--- config.mk ---
export PLATFORM = sky130hd
export DESIGN_NAME = button_event_arbiter_flat
export DESIGN_NICKNAME = d
export VERILOG_FILES = /design/src/rtl/button_event_arbiter_if.sv /design/src/rtl/button_event_arbiter.sv /design/src/flat_wrapper.sv
export SDC_FILE = /design/constraint.sdc
export NUM_CORES = 1
export LEC_CHECK = 0
export CORE_UTILIZATION = 47
export CTS_BUF_LIST = sky130_fd_sc_hd__clkbuf_4 sky130_fd_sc_hd__clkbuf_8
export CTS_CLUSTER_DIAMETER = 30
export DETAILED_ROUTE_END_ITERATION = 7
export GPL_TIMING_DRIVEN = 0
export PLACE_DENSITY = 0.82
export SETUP_SLACK_MARGIN = 0.1
export SLEW_MARGIN = 20
export SYNTH_ARGS = -nofsm -noshare
export SYNTH_HDL_FRONTEND = slang
export SYNTH_SLANG_ARGS = --single-unit
--- constraint.sdc ---
create_clock -name clk -period 1.6 [get_ports clk]
set_input_delay 0.32 -clock clk [delete_from_list [all_inputs] [get_ports clk]]
set_output_delay 0.32 -clock clk [all_outputs]
set_load 0.03 [all_outputs]
--- src/rtl/button_event_arbiter_if.sv ---
// Event-stream bundle between the button front end and the menu/entry consumer.
// The master modport is the consumer side. It drives the presses, acks and clears.
// The slave modport is the arbiter.
interface button_event_arbiter_if #(
    parameter int N   = 4,
    parameter int IDW = 2
);
    logic [N-1:0]   BtnPulse;
    logic           EvAck;
    logic           ClearOverrun;
    logic           EvValid;
    logic [IDW-1:0] EvId;
    logic [N-1:0]   Pending;
    logic [N-1:0]   Overrun;

    modport master (
        output BtnPulse, EvAck, ClearOverrun,
        input  EvValid, EvId, Pending, Overrun
    );

    modport slave (
        input  BtnPulse, EvAck, ClearOverrun,
        output EvValid, EvId, Pending, Overrun
    );
endinterface

--- src/rtl/button_event_arbiter.sv ---
// Round-robin serializer of button press pulses into a valid/ack event stream.
// Each button has a pending flag and a sticky overrun flag.
//
// state | meaning
// IDLE  | no offer; the next edge grants the first pending button after Last
// OFFER | EvValid=1, EvId held until the consumer acks
module button_event_arbiter #(
    parameter int N   = 4,
    parameter int IDW = 2
) (
    input  logic                  clk,
    input  logic                  rst,
    button_event_arbiter_if.slave bus
);
    typedef enum logic [0:0] {IDLE = 1'b0, OFFER = 1'b1} state_t;

    state_t         state_q;
    logic           ev_valid_q;
    logic [IDW-1:0] ev_id_q;
    logic [IDW-1:0] last_q;
    logic [N-1:0]   pending_q, pending_d;
    logic [N-1:0]   overrun_q, overrun_d;
    logic           ack_fire;
    logic [N-1:0]   ack_clr;
    logic           found;
    logic [IDW-1:0] pick;

    assign bus.EvValid = ev_valid_q;
    assign bus.EvId    = ev_id_q;
    assign bus.Pending = pending_q;
    assign bus.Overrun = overrun_q;

    // An ack only counts while an offer is on the bus. It clears that button's
    // pending flag unless the same button presses again on this edge.
    always_comb begin
        ack_fire  = (state_q == OFFER) && bus.EvAck;
        ack_clr   = ack_fire ? (N'(1) << ev_id_q) : '0;
        pending_d = (pending_q & ~ack_clr) | bus.BtnPulse;
        overrun_d = (bus.ClearOverrun ? '0 : overrun_q)
                  | (bus.BtnPulse & pending_q & ~ack_clr);
    end

    // Round-robin search from Last+1 over the registered pending flags.
    // The scan runs from the far end back, so the nearest hit is the last one written.
    always_comb begin
        found = 1'b0;
        pick  = '0;
        for (int k = N; k >= 1; k--) begin
            if (pending_q[(int'(last_q) + k) % N]) begin
                found = 1'b1;
                pick  = IDW'((int'(last_q) + k) % N);
            end
        end
    end

    // Pending and overrun flag registers.
    always_ff @(posedge clk or posedge rst) begin
        if (rst) begin
            pending_q <= '0;
            overrun_q <= '0;
        end else begin
            pending_q <= pending_d;
            overrun_q <= overrun_d;
        end
    end

    // Offer FSM with registered EvValid/EvId and the round-robin pointer.
    // After reset, Last=N-1 so that button 0 has first priority.
    always_ff @(posedge clk or posedge rst) begin
        if (rst) begin
            state_q    <= IDLE;
            ev_valid_q <= 1'b0;
            ev_id_q    <= '0;
            last_q     <= IDW'(N - 1);
        end else begin
            case (state_q)
                OFFER: begin
                    if (bus.EvAck) begin
                        last_q     <= ev_id_q;
                        ev_valid_q <= 1'b0;
                        state_q    <= IDLE;
                    end
                end
                default: begin
                    if (found) begin
                        ev_id_q    <= pick;
                        ev_valid_q <= 1'b1;
                        state_q    <= OFFER;
                    end else begin
                        ev_valid_q <= 1'b0;
                        state_q    <= IDLE;
                    end
                end
            endcase
        end
    end
endmodule

--- src/flat_wrapper.sv ---
// flat-port wrapper written by rule: the top's interface ports become plain ports
module button_event_arbiter_flat 
#(
    parameter int N   = 4,
    parameter int IDW = 2
)
  (clk, rst, bus_BtnPulse, bus_EvAck, bus_ClearOverrun, bus_EvValid, bus_EvId, bus_Pending, bus_Overrun);
  button_event_arbiter_if #(.N(N), .IDW(IDW)) bus_i ();
  input  logic clk;
  input  logic rst;
  input wire logic [$bits(bus_i.BtnPulse)-1:0] bus_BtnPulse;
  input wire logic [$bits(bus_i.EvAck)-1:0] bus_EvAck;
  input wire logic [$bits(bus_i.ClearOverrun)-1:0] bus_ClearOverrun;
  output wire logic [$bits(bus_i.EvValid)-1:0] bus_EvValid;
  output wire logic [$bits(bus_i.EvId)-1:0] bus_EvId;
  output wire logic [$bits(bus_i.Pending)-1:0] bus_Pending;
  output wire logic [$bits(bus_i.Overrun)-1:0] bus_Overrun;
  assign bus_i.BtnPulse = bus_BtnPulse;
  assign bus_i.EvAck = bus_EvAck;
  assign bus_i.ClearOverrun = bus_ClearOverrun;
  assign bus_EvValid = bus_i.EvValid;
  assign bus_EvId = bus_i.EvId;
  assign bus_Pending = bus_i.Pending;
  assign bus_Overrun = bus_i.Overrun;
  button_event_arbiter #(.N(N), .IDW(IDW)) u_core (.clk(clk), .rst(rst), .bus(bus_i));
endmodule
# After elaboration in Yosys (flattened, before gate mapping)
# Index checks and enable logic that the tools add are counted.
[op_classes]
n_addsub = 4
n_mul = 0
div = 0
n_lt_le_gt_ge = 4
n_eq_ne = 1
shift = 1
muxes = 27
bitwise = 11
reduce_logical = 7
[op_table]
columns = ["cell", "count"]
rows = [
  ["1-bit 2-to-1 mux", 17],
  ["3-bit by 4-bit < comparator with 1-bit output (second input constant)", 4],
  ["4-bit bitwise AND", 3],
  ["1-bit binary-select mux with 2-bit select", 4],
  ["2-bit 2-to-1 mux", 4],
  ["4-bit 2-to-1 mux", 2],
  ["4-bit bitwise OR", 2],
  ["2-bit OR reduction", 4],
  ["2-bit by 1-bit adder with 2-bit output (second input constant)", 2],
  ["2-bit adder (second input constant)", 2],
  ["1-bit bitwise AND (first input constant)", 4],
  ["4-bit NOT", 1],
  ["2-bit AND reduction", 2],
  ["1-bit by 2-bit << shifter with 4-bit output (first input constant)", 1],
  ["2-bit inequality test (second input constant)", 1],
  ["1-bit logical AND", 1],
  ["1-bit NOT", 1],
]
[totals]
register_bits = 14
latchBits = 0
ram_bits = 0
rom_bits = 0
n_memories = 0

# Depth between registers and ports, before layout
# Gate-level depths: netlist of the first run.
[depth]
ltp_word = 12
mapped_depth = 3
mapped_depth_nobuf = 3

# Worst setup path after synthesis of the first run
# No wires, ideal clock.
[synth_path]
kind = "reg-to-reg"
from = "register u_core.pending_q[1], in the netlist u_core.bus.Pending[1]"
to = "register u_core.ev_id_q[0], in the netlist u_core.bus.EvId[0]"
t_arrival_ns = 1.294
required_ns = 1.461
path_slack_ns = 0.167
path_stages_with_launch = 4
path_buffers = 0
path_cell_list = "dfrtp_1 -> or4_4 -> a21oi_1 -> a41oi_1"
[synth_via]
elab_chain_cells = 8
[synth_rtl]
columns = ["element", "line", "rtl"]
rows = [
  ["start: declaration", "button_event_arbiter.sv:21", "logic [N-1:0] pending_q, pending_d;"],
  ["start signal: assignment", "button_event_arbiter.sv:62", "pending_q <= pending_d;"],
  ["1-bit binary-select mux with 2-bit select", "button_event_arbiter.sv:49", "if (pending_q[(int'(last_q) + k) % N]) begin"],
  ["1-bit 2-to-1 mux (not written as such) (2 in series)", "button_event_arbiter.sv:49", ""],
  ["1-bit 2-to-1 mux (4 in series)", "button_event_arbiter.sv:49", ""],
  ["2-bit AND reduction (no source line)", "-", ""],
  ["end signal: assignment", "button_event_arbiter.sv:86", "ev_id_q <= pick;"],
  ["end: declaration", "button_event_arbiter.sv:19", "logic [IDW-1:0] ev_id_q;"],
]
# Parallel ways exist; a longest one is shown, timed or not. The select of a mux whose other input is x is not followed.
# A chain may end at the register's enable or synchronous reset.

# Final worst setup path of the first run
[layout_path]
from = "register u_core.ev_id_q[1], in the netlist u_core.bus.EvId[1]"
to = "output port bus_EvId[1]"
[layout_rtl]
columns = ["element", "line", "rtl"]
rows = [
  ["end: declaration", "flat_wrapper.sv:15", "output wire logic [$bits(bus_i.EvId)-1:0] bus_EvId;"],
]
# No word-level cell between the ends.

==> results.sh, run 1 <==
export IMPL_status="complete, no violations"
export IMPL_routabilityCongestion=0.851
export IMPL_hpwl_um=1040
export IMPL_yosys_register_bits=14
export IMPL_overflow=0
export IMPL_cts_path_max_buffers=2
export IMPL_cts_tree="yes"
export IMPL_layout_min_cycle_time_ns=1.44
export IMPL_nets=96
export IMPL_layout_drive_gt1_share=0.149
export IMPL_crit_chain="dlygate4sd2_1"
export IMPL_start_util=0.538
export IMPL_antennaDiodeCount=0
export IMPL_fmax_mhz=693
export IMPL_antenna_found_initial=0
export IMPL_cts_hold_buffers_added=0
export IMPL_max_stage_delay_ns=0.42
export IMPL_syn_area_per_cell_um2=9.70
export IMPL_critPathTopFamily="buffers and inverters"
export IMPL_finalPower_w=0.00144
export IMPL_fp_coreArea_mm2=0.00117
export IMPL_clock_sinks=14
export IMPL_ys_types=20
export IMPL_cp_max_fo=5
export IMPL_dieArea_mm2=0.00149
export IMPL_crit_path_top_delay_cell="dlygate4sd2_1"
export IMPL_avgRoutedWirePerCell_um=13.6
export IMPL_placementRows=12
export IMPL_cts_buffers_inserted=3
export IMPL_maxCapViolations=0
export IMPL_fin_tns_setup_ns=0
export IMPL_synth_top_area_cell="dfrtp_1"
export IMPL_synth_area_leaders="dfrtp_1 (48%), dfstp_2 (8.3%), inv_1 (7.7%)"
export IMPL_cts_setup_buffers=0
export IMPL_hold_class="input port to asynchronous set/reset pin"
export IMPL_cp_depth=1
export IMPL_postSynthCellCount=65
export IMPL_worst_r2r_cell_count=3
export IMPL_vias_per_cell=5.43
export IMPL_via_count=548
export IMPL_num_io_pins=19
export IMPL_slew_headroom=0.649
export IMPL_end_kind="primary output"
export IMPL_worstPathArrival_ns=1.12
export IMPL_antenna_left=0
export IMPL_syn_to_final_growth_pct=31.5
export IMPL_synth_nets=73
export IMPL_worstSetupStartpointType="flip-flop"
export IMPL_ir_drop_uv=1030
export IMPL_firstDrtPassIters=4
export IMPL_syn_area_um2=631
export IMPL_critPathBufInv=1
export IMPL_stdcell_count=101
export IMPL_setup_viol=0
export IMPL_clkTransAtPathRegs_ns=0.08
export IMPL_leakage_nw=0.392
export IMPL_clock_skew_ns=0.0108
export IMPL_path_class="flip-flop to primary output"
export IMPL_grt_pass1_wl_um=2250
export IMPL_port_buffers=18
export IMPL_cp_data_required_time_ns=1.28
export IMPL_worstMarginPinSlew_ns=0.525
export IMPL_placed_cells=97
export IMPL_drc=0
export IMPL_yosys_warnings=0
export IMPL_p_per_area_mw_per_mm2=1740
export IMPL_layout_setup_ws_ns=0.157
export IMPL_period_share=0.902
export IMPL_finalHoldViolCount=0
export IMPL_clk_latency_ns=0.29
export IMPL_nFillCells=96
export IMPL_grt_usage=0.241
export IMPL_timing_final_max_slew_violations=0
export IMPL_synth_top_area_share=0.476
export IMPL_rsz0062_at_grt="no"
export IMPL_die_h_um=38.6
export IMPL_final_common_cell="inv_1"
export IMPL_wl_um=1370
export IMPL_htreeDepth=1
export IMPL_final_cell_mix="inv_1 (13), dfrtp_1 (12), nand2_1 (10)"
export IMPL_synth_seq_area_share=0.560
export IMPL_root_buffer="clkbuf_4"
export IMPL_drtIter0Drc=6
export IMPL_post_place_ws_ns=0.107
export IMPL_grt_max_degree=15
export IMPL_die_x_um=38.6
export IMPL_grt_pass1_vias=521
-- path summary, 6_finish.rpt --
check                                      start               endpoint  slack (ns)
max in group asynchronous                    rst       u_core.last_q[1]        0.87
max reg2reg                u_core.bus.Pending[1]     u_core.bus.EvId[0]        0.21
min in group clk                u_core.last_q[0]       u_core.last_q[0]        0.50
min reg2reg                     u_core.last_q[0]       u_core.last_q[0]        0.50
max                           u_core.bus.EvId[1]            bus_EvId[1]        0.16
min                                          rst  u_core.bus.Overrun[3]        0.36
-- cell type report --
class                           instances  area (µm²)  share of cell area
Tap cell                               14        17.5              0.0211
Clock buffer                            4        30.0              0.0362
Sequential cell                        14         353               0.425
Timing Repair Buffer                   18         151               0.183
Multi-Input combinational cell         38         229               0.276
Inverter                               13        48.8              0.0588
-- sequential cells by signal, summed over array words and instances (netlist names) --
| signal | flops |
|---|---|
| u_core.bus.EvId | 2 |
| u_core.bus.EvValid | 1 |
| u_core.bus.Pending | 4 |
| u_core.bus.Overrun | 4 |
| u_core.state_q | 1 |
| u_core.last_q | 2 |
-- through the flow --
stage	cell area (µm²)	hold WS, ns	utilization
final	830	0.358	0.708
after CTS	845	0.367	0.721
after floorplan	631	0.208	-
after detailed placement	828	0.491	0.707
after global placement	828	0.473	0.707
after global routing	830	0.409	0.708
-- cell families after synthesis --
group	share of synthesized area
compound gates	0.190
mux	0.0159
simple gates	0.157
buf+inv	0.0774
flops	0.560
-- what timing repair did --
item                       4_1_cts  5_1_grt
pin swaps                        0        0
setup endpoints to repair       11        4
resized for setup               11        8
-- synthesized netlist by cell type --
| cell | number |
|---|---|
| a41oi_1 | 1 |
| dfrtp_1 | 12 |
| a22o_2 | 1 |
| o21ai_0 | 7 |
| a21oi_1 | 1 |
| nand3_1 | 1 |
| o21a_1 | 1 |
| mux2i_1 | 1 |
| a311oi_1 | 1 |
| nand3b_1 | 2 |
| nand2_2 | 1 |
| o32a_1 | 2 |
| nor2b_1 | 2 |
| or2b_1 | 1 |
| nor2_1 | 1 |
| inv_1 | 13 |
| or4_4 | 1 |
| dfstp_2 | 2 |
| nand2_1 | 10 |
| o22ai_1 | 4 |
-- worst reg2reg max path: cells and delay by family, from the launching register on --
family / cells / cell delay (ns)
and+or+nand+nor: 1 / 0.58
DFF: 1 / 0.46
AOI/OAI and AO/OA: 2 / 0.22
-- report_power, final --
group / total [W] / internal (W) / leakage [nW] / switching [W]
clock network: 0.000226 / 0.000114 / 0.0184 / 0.000112
logic: 0.000584 / 0.000225 / 0.226 / 0.000359
registers: 0.000631 / 0.000491 / 0.148 / 0.000140
total: 0.00144 / 0.000830 / 0.392 / 0.000611
-- layer usage --
metal,routed length [µm],vias up,share of wire,track usage
li1,-,265,-,-
met3,64,6,0.047,0.0520
met2,656,14,0.48,0.388
met4,36,0,0.026,0.155
met5,0,-,0,0
met1,613,263,0.45,0.290
No activity file was read; power rests on OpenSTA's default activity.
==> inputs of run 2 (changes only) <==
--- a/config.mk
+++ b/config.mk
@@ -5,12 +5,14 @@
 export SDC_FILE = /design/constraint.sdc
 export NUM_CORES = 1
 export LEC_CHECK = 0
-export CORE_UTILIZATION = 47
+export ABC_AREA = 1
+export CORE_ASPECT_RATIO = 0.9
+export CORE_UTILIZATION = 50
 export CTS_BUF_LIST = sky130_fd_sc_hd__clkbuf_4 sky130_fd_sc_hd__clkbuf_8
 export CTS_CLUSTER_DIAMETER = 30
 export DETAILED_ROUTE_END_ITERATION = 7
 export GPL_TIMING_DRIVEN = 0
-export PLACE_DENSITY = 0.82
+export PLACE_DENSITY = 0.83
 export SETUP_SLACK_MARGIN = 0.1
 export SLEW_MARGIN = 20
 export SYNTH_ARGS = -nofsm -noshare
==> results.sh, run 2 <==
export IMPL_synth_seq_area_share=0.460
export IMPL_htreeDepth=1
export IMPL_worstMarginPinSlew_ns=0.510
export IMPL_firstDrtPassIters=4
export IMPL_maxCapViolations=0
export IMPL_vias_per_cell=5.04
export IMPL_placementRows=13
export IMPL_overflow=0
export IMPL_grt_usage=0.213
export IMPL_fmax_mhz=695
export IMPL_layout_min_cycle_time_ns=1.44
export IMPL_wl_um=1650
export IMPL_yosys_warnings=0
export IMPL_via_count=716
export IMPL_antennaDiodeCount=0
export IMPL_synth_async_reset_ratio=1.00
export IMPL_antenna_found_initial=0
export IMPL_cp_max_fo=5
export IMPL_path_class="flip-flop to flip-flop"
export IMPL_drc=0
export IMPL_worstPathArrival_ns=1.60
export IMPL_r2r_start="u_core.last_q[0]"
export IMPL_slew_headroom=0.659
export IMPL_port_buffers=18
export IMPL_die_h_um=39.2
export IMPL_rsz0062_at_grt="yes"
export IMPL_worstSetupStartpointType="flip-flop"
export IMPL_finalHoldViolCount=0
export IMPL_fp_coreArea_mm2=0.00143
export IMPL_num_io_pins=19
export IMPL_fin_tns_setup_ns=0
export IMPL_leakage_nw=0.546
export IMPL_grt_max_degree=15
export IMPL_drtIter0Drc=14
export IMPL_root_buffer="clkbuf_4"
export IMPL_ys_types=18
export IMPL_yosys_register_bits=14
export IMPL_final_util=0.708
export IMPL_nets=136
export IMPL_worst_r2r_cell_count=7
export IMPL_synth_flop_cell="dfrtp_1"
export IMPL_reg2reg_to="u_core.bus.EvValid"
export IMPL_r2r_slack_ns=0.16
export IMPL_die_x_um=43.3
export IMPL_final_cell_mix="nand2_1 (39), inv_1 (20), dfrtp_1 (12)"
export IMPL_postSynthCellCount=104
export IMPL_synth_most_common_cell="nand2_1"
export IMPL_setup_viol=0
export IMPL_hold_class="input port to asynchronous set/reset pin"
export IMPL_start_util=0.536
export IMPL_dieArea_mm2=0.00169
export IMPL_hpwl_um=1230
export IMPL_grt_pass1_wl_um=2590
export IMPL_end_kind="flip-flop"
export IMPL_synth_top_area_share=0.392
export IMPL_cts_tree="yes"
export IMPL_synth_edf_count=0
export IMPL_clock_skew_ns=0.00152
export IMPL_cts_setup_buffers=0
export IMPL_clock_sinks=14
export IMPL_final_common_cell="nand2_1"
export IMPL_routabilityCongestion=0.846
export IMPL_cts_buffers_inserted=3
export IMPL_period_share=0.900
export IMPL_cts_path_max_buffers=2
export IMPL_p_per_area_mw_per_mm2=1930
export IMPL_cp_data_required_time_ns=1.76
export IMPL_ir_drop_uv=1050
export IMPL_syn_area_per_cell_um2=7.37
export IMPL_syn_to_final_growth_pct=32.1
export IMPL_synth_nets=112
export IMPL_synth_area_leaders="dfrtp_1 (39%), nand2_1 (20%), inv_1 (10%)"
export IMPL_clk_latency_ns=0.27
export IMPL_synthTopCellsByCount="nand2_1 (40), inv_1 (21), dfrtp_1 (12)"
export IMPL_cts_hold_buffers_added=0
export IMPL_avgRoutedWirePerCell_um=11.6
export IMPL_fin_hold_ws_ns=0.373
export IMPL_clkTransAtPathRegs_ns=0.08
export IMPL_synth_top_area_cell="dfrtp_1"
export IMPL_antenna_left=0
export IMPL_syn_area_um2=767
export IMPL_status="complete, no violations"
export IMPL_timing_final_max_slew_violations=0
export IMPL_grt_pass1_vias=596
export IMPL_layout_drive_gt1_share=0.157
## run 2: layout make-up
| cell class | instances | area, µm² |
|---|---|---|
| tap | 15 | 18.8 |
| multi-input combinational | 67 | 339 |
| clock buffer | 4 | 30.0 |
| timing repair buffer | 19 | 176 |
| sequential | 14 | 353 |
| buffer | 1 | 11.3 |
| inverter | 22 | 85.1 |
| fill | 118 | 418 |
## run 2: routing by layer
metal / share of wire / up-vias / GRT usage
li1: - / 370 / -
met1: 0.45 / 332 / 0.274
met2: 0.51 / 12 / 0.373
met3: 0.030 / 2 / 0.0140
met4: 0.0061 / 0 / 0.0909
met5: 0 / - / 0
## run 2: through the flow
stage,setup WS [ns],std cells,total power [W],cell area [µm²]
after global routing,0.0658,142,0.00212,1010
after CTS,0.125,141,0.00187,982
after global placement,0.0446,137,0.00167,966
after floorplan,0.275,104,0.00138,767
after detailed placement,0.0191,137,0.00171,966
final,0.160,142,0.00196,1010
## run 2: how the worst max path moves through the flow
stage                                  start  depth (start not counted)                    end
after detailed placement           bus_EvAck                          6  u_core.bus.Overrun[2]
final                       u_core.last_q[0]                          7     u_core.bus.EvValid
after global placement             bus_EvAck                          6  u_core.bus.Overrun[2]
after global routing        u_core.last_q[0]                         10     u_core.bus.EvId[0]
after CTS                 u_core.bus.EvId[1]                          1            bus_EvId[1]
after floorplan             u_core.last_q[0]                          7     u_core.bus.EvValid
## run 2: power by group
group          internal, W  switching (W)  leakage [nW]  total (W)
registers         0.000490       0.000119         0.150   0.000609
clock network     0.000113       0.000105        0.0184   0.000219
logic             0.000401       0.000729         0.378    0.00113
## run 2: timing repair
| action | in CTS | in global routing |
|---|---|---|
| gates cloned | 0 | 1 |
| hold endpoints to repair | 0 | 0 |
| resized for setup | 11 | 9 |
| pin swaps | 0 | 4 |
| endpoints found under the setup margin | 11 | 5 |
## run 2: cell families after synthesis
kind of cell | synth area share
AO/OA/AOI/OAI | 0.126
buffers and inverters | 0.122
flip-flops | 0.460
AND/OR/NAND/NOR | 0.292
## run 2: worst max-delay path, stage by stage, from the launching register on
cell and delay [ns]:
dfstp_2 0.58, buf_6 0.14, o21ai_2 0.09, nor2_4 0.10
nand3_2 0.11, nand2_4 0.11, inv_4 0.04, o21a_1 0.16
==> inputs of run 3 (changes only) <==
--- a/config.mk
+++ b/config.mk
@@ -7,12 +7,12 @@
 export LEC_CHECK = 0
 export ABC_AREA = 1
 export CORE_ASPECT_RATIO = 0.9
-export CORE_UTILIZATION = 50
+export CORE_UTILIZATION = 40
 export CTS_BUF_LIST = sky130_fd_sc_hd__clkbuf_4 sky130_fd_sc_hd__clkbuf_8
 export CTS_CLUSTER_DIAMETER = 30
 export DETAILED_ROUTE_END_ITERATION = 7
 export GPL_TIMING_DRIVEN = 0
-export PLACE_DENSITY = 0.83
+export PLACE_DENSITY = 0.69
 export SETUP_SLACK_MARGIN = 0.1
 export SLEW_MARGIN = 20
 export SYNTH_ARGS = -nofsm -noshare
==> constraint.sdc (replaced) <==
create_clock -name clk -period 1.6 [get_ports clk]
set_input_delay 0.32 -clock clk [delete_from_list [all_inputs] [get_ports clk]]
set_output_delay 0.32 -clock clk [all_outputs]
set_load 0.02 [all_outputs]
==> results.sh, run 3 (synthesis results as in run 2) <==
export IMPL_wl_um=1560
export IMPL_htreeDepth=1
export IMPL_via_count=705
export IMPL_end_kind="flip-flop"
export IMPL_maxCapViolations=0
export IMPL_grt_pass1_wl_um=2490
export IMPL_clock_sinks=14
export IMPL_clkTransAtPathRegs_ns=0.08
export IMPL_grt_max_degree=15
export IMPL_layout_drive_gt1_share=0.142
export IMPL_antenna_left=0
export IMPL_fmax_mhz=703
export IMPL_rsz0062_at_grt="no"
export IMPL_drtIter0Drc=13
export IMPL_overflow=0
export IMPL_ir_drop_uv=909
export IMPL_period_share=0.889
export IMPL_p_per_area_mw_per_mm2=1790
export IMPL_fp_coreArea_mm2=0.00173
export IMPL_final_util=0.576
export IMPL_layout_min_cycle_time_ns=1.42
export IMPL_final_cell_mix="nand2_1 (40), inv_1 (20), dfrtp_1 (12)"
export IMPL_final_common_cell="nand2_1"
export IMPL_leakage_nw=0.546
export IMPL_grt_usage=0.173
export IMPL_fin_hold_ws_ns=0.374
export IMPL_cts_path_max_buffers=2
export IMPL_placementRows=14
export IMPL_antennaDiodeCount=0
export IMPL_vias_per_cell=4.67
export IMPL_cts_tree="yes"
export IMPL_status="complete, no violations"
export IMPL_cp_max_fo=5
export IMPL_finalHoldViolCount=0
export IMPL_firstDrtPassIters=4
export IMPL_timing_final_max_slew_violations=0
export IMPL_hold_class="input port to asynchronous set/reset pin"
export IMPL_die_x_um=48.2
export IMPL_worstPathArrival_ns=1.59
export IMPL_syn_to_final_growth_pct=30.2
export IMPL_fin_tns_setup_ns=0
export IMPL_nets=137
export IMPL_die_h_um=43.5
export IMPL_clock_skew_ns=0.00356
export IMPL_clk_latency_ns=0.27
export IMPL_grt_pass1_vias=600
export IMPL_cts_hold_buffers_added=0
export IMPL_cts_buffers_inserted=3
export IMPL_worstMarginPinSlew_ns=0.511
export IMPL_slew_headroom=0.659
export IMPL_port_buffers=18
export IMPL_cp_data_required_time_ns=1.76
export IMPL_start_util=0.442
export IMPL_drc=0
export IMPL_hpwl_um=1200
export IMPL_num_io_pins=19
export IMPL_antenna_found_initial=0
export IMPL_worstSetupStartpointType="flip-flop"
export IMPL_avgRoutedWirePerCell_um=10.3
export IMPL_root_buffer="clkbuf_4"
export IMPL_dieArea_mm2=0.00210
export IMPL_path_class="flip-flop to flip-flop"
export IMPL_routabilityCongestion=0.831
export IMPL_setup_viol=0
run 3: final cells by class:
cell class / instances / area, µm²
clock buffers: 3 / 22.5
multi-input cells: 67 / 320
repair buffers: 20 / 179
inverters: 22 / 82.6
fillers: 166 / 736
flip-flops and latches: 14 / 353
well taps: 24 / 30.0
plain buffers: 1 / 11.3
run 3: what timing repair did:
action                                  4_1_cts  5_1_grt
gates resized for setup                      11        1
gates cloned                                  0        1
buffers inserted                              0        1
pin swaps                                     0        1
endpoints found under the setup margin       11        3
run 3: final timing paths:
kind	startpoint	endpoint	slack, ns	depth (start not counted)
worst max-delay path	u_core.last_q[0]	u_core.bus.EvValid	0.18	7
worst min-delay path	rst	u_core.bus.Overrun[0]	0.37	2
worst max register to register	u_core.last_q[0]	u_core.bus.EvValid	0.18	7
worst min register to register	u_core.bus.EvValid	u_core.bus.EvValid	0.51	1
max in group asynchronous	rst	u_core.last_q[1]	0.86	2
min in group clk	u_core.bus.EvValid	u_core.bus.EvValid	0.51	1
run 3: power by group:
part / internal [W] / total (W) / switching (W)
clock network: 0.0000871 / 0.000190 / 0.000103
logic: 0.000384 / 0.000993 / 0.000609
registers: 0.000490 / 0.000606 / 0.000116
run 3: per-layer routing:
metal | vias up | global-route usage | wire length, µm
li1 | 368 | - | -
met1 | 320 | 0.245 | 746
met2 | 17 | 0.256 | 738
met3 | 0 | 0.0250 | 73
met4 | 0 | 0.0833 | 0
met5 | - | 0 | 0
run 3: metrics by stage:
step	total power, W	cell area, µm²	setup slack (ns)	cells
global route	0.00196	998	0.100	151
detailed placement	0.00164	977	-0.0284	146
global placement	0.00162	977	0.0254	146
CTS	0.00178	986	0.157	149
finish	0.00179	998	0.178	151
floorplan	0.00132	767	0.275	104
run 3: critical path, stage by stage (launching register included):
cell and delay [ns]:
dfstp_2 0.57, buf_6 0.12, o21ai_2 0.07, nor2_2 0.14
nand3_2 0.11, nand2_4 0.09, inv_2 0.05, o21a_1 0.16
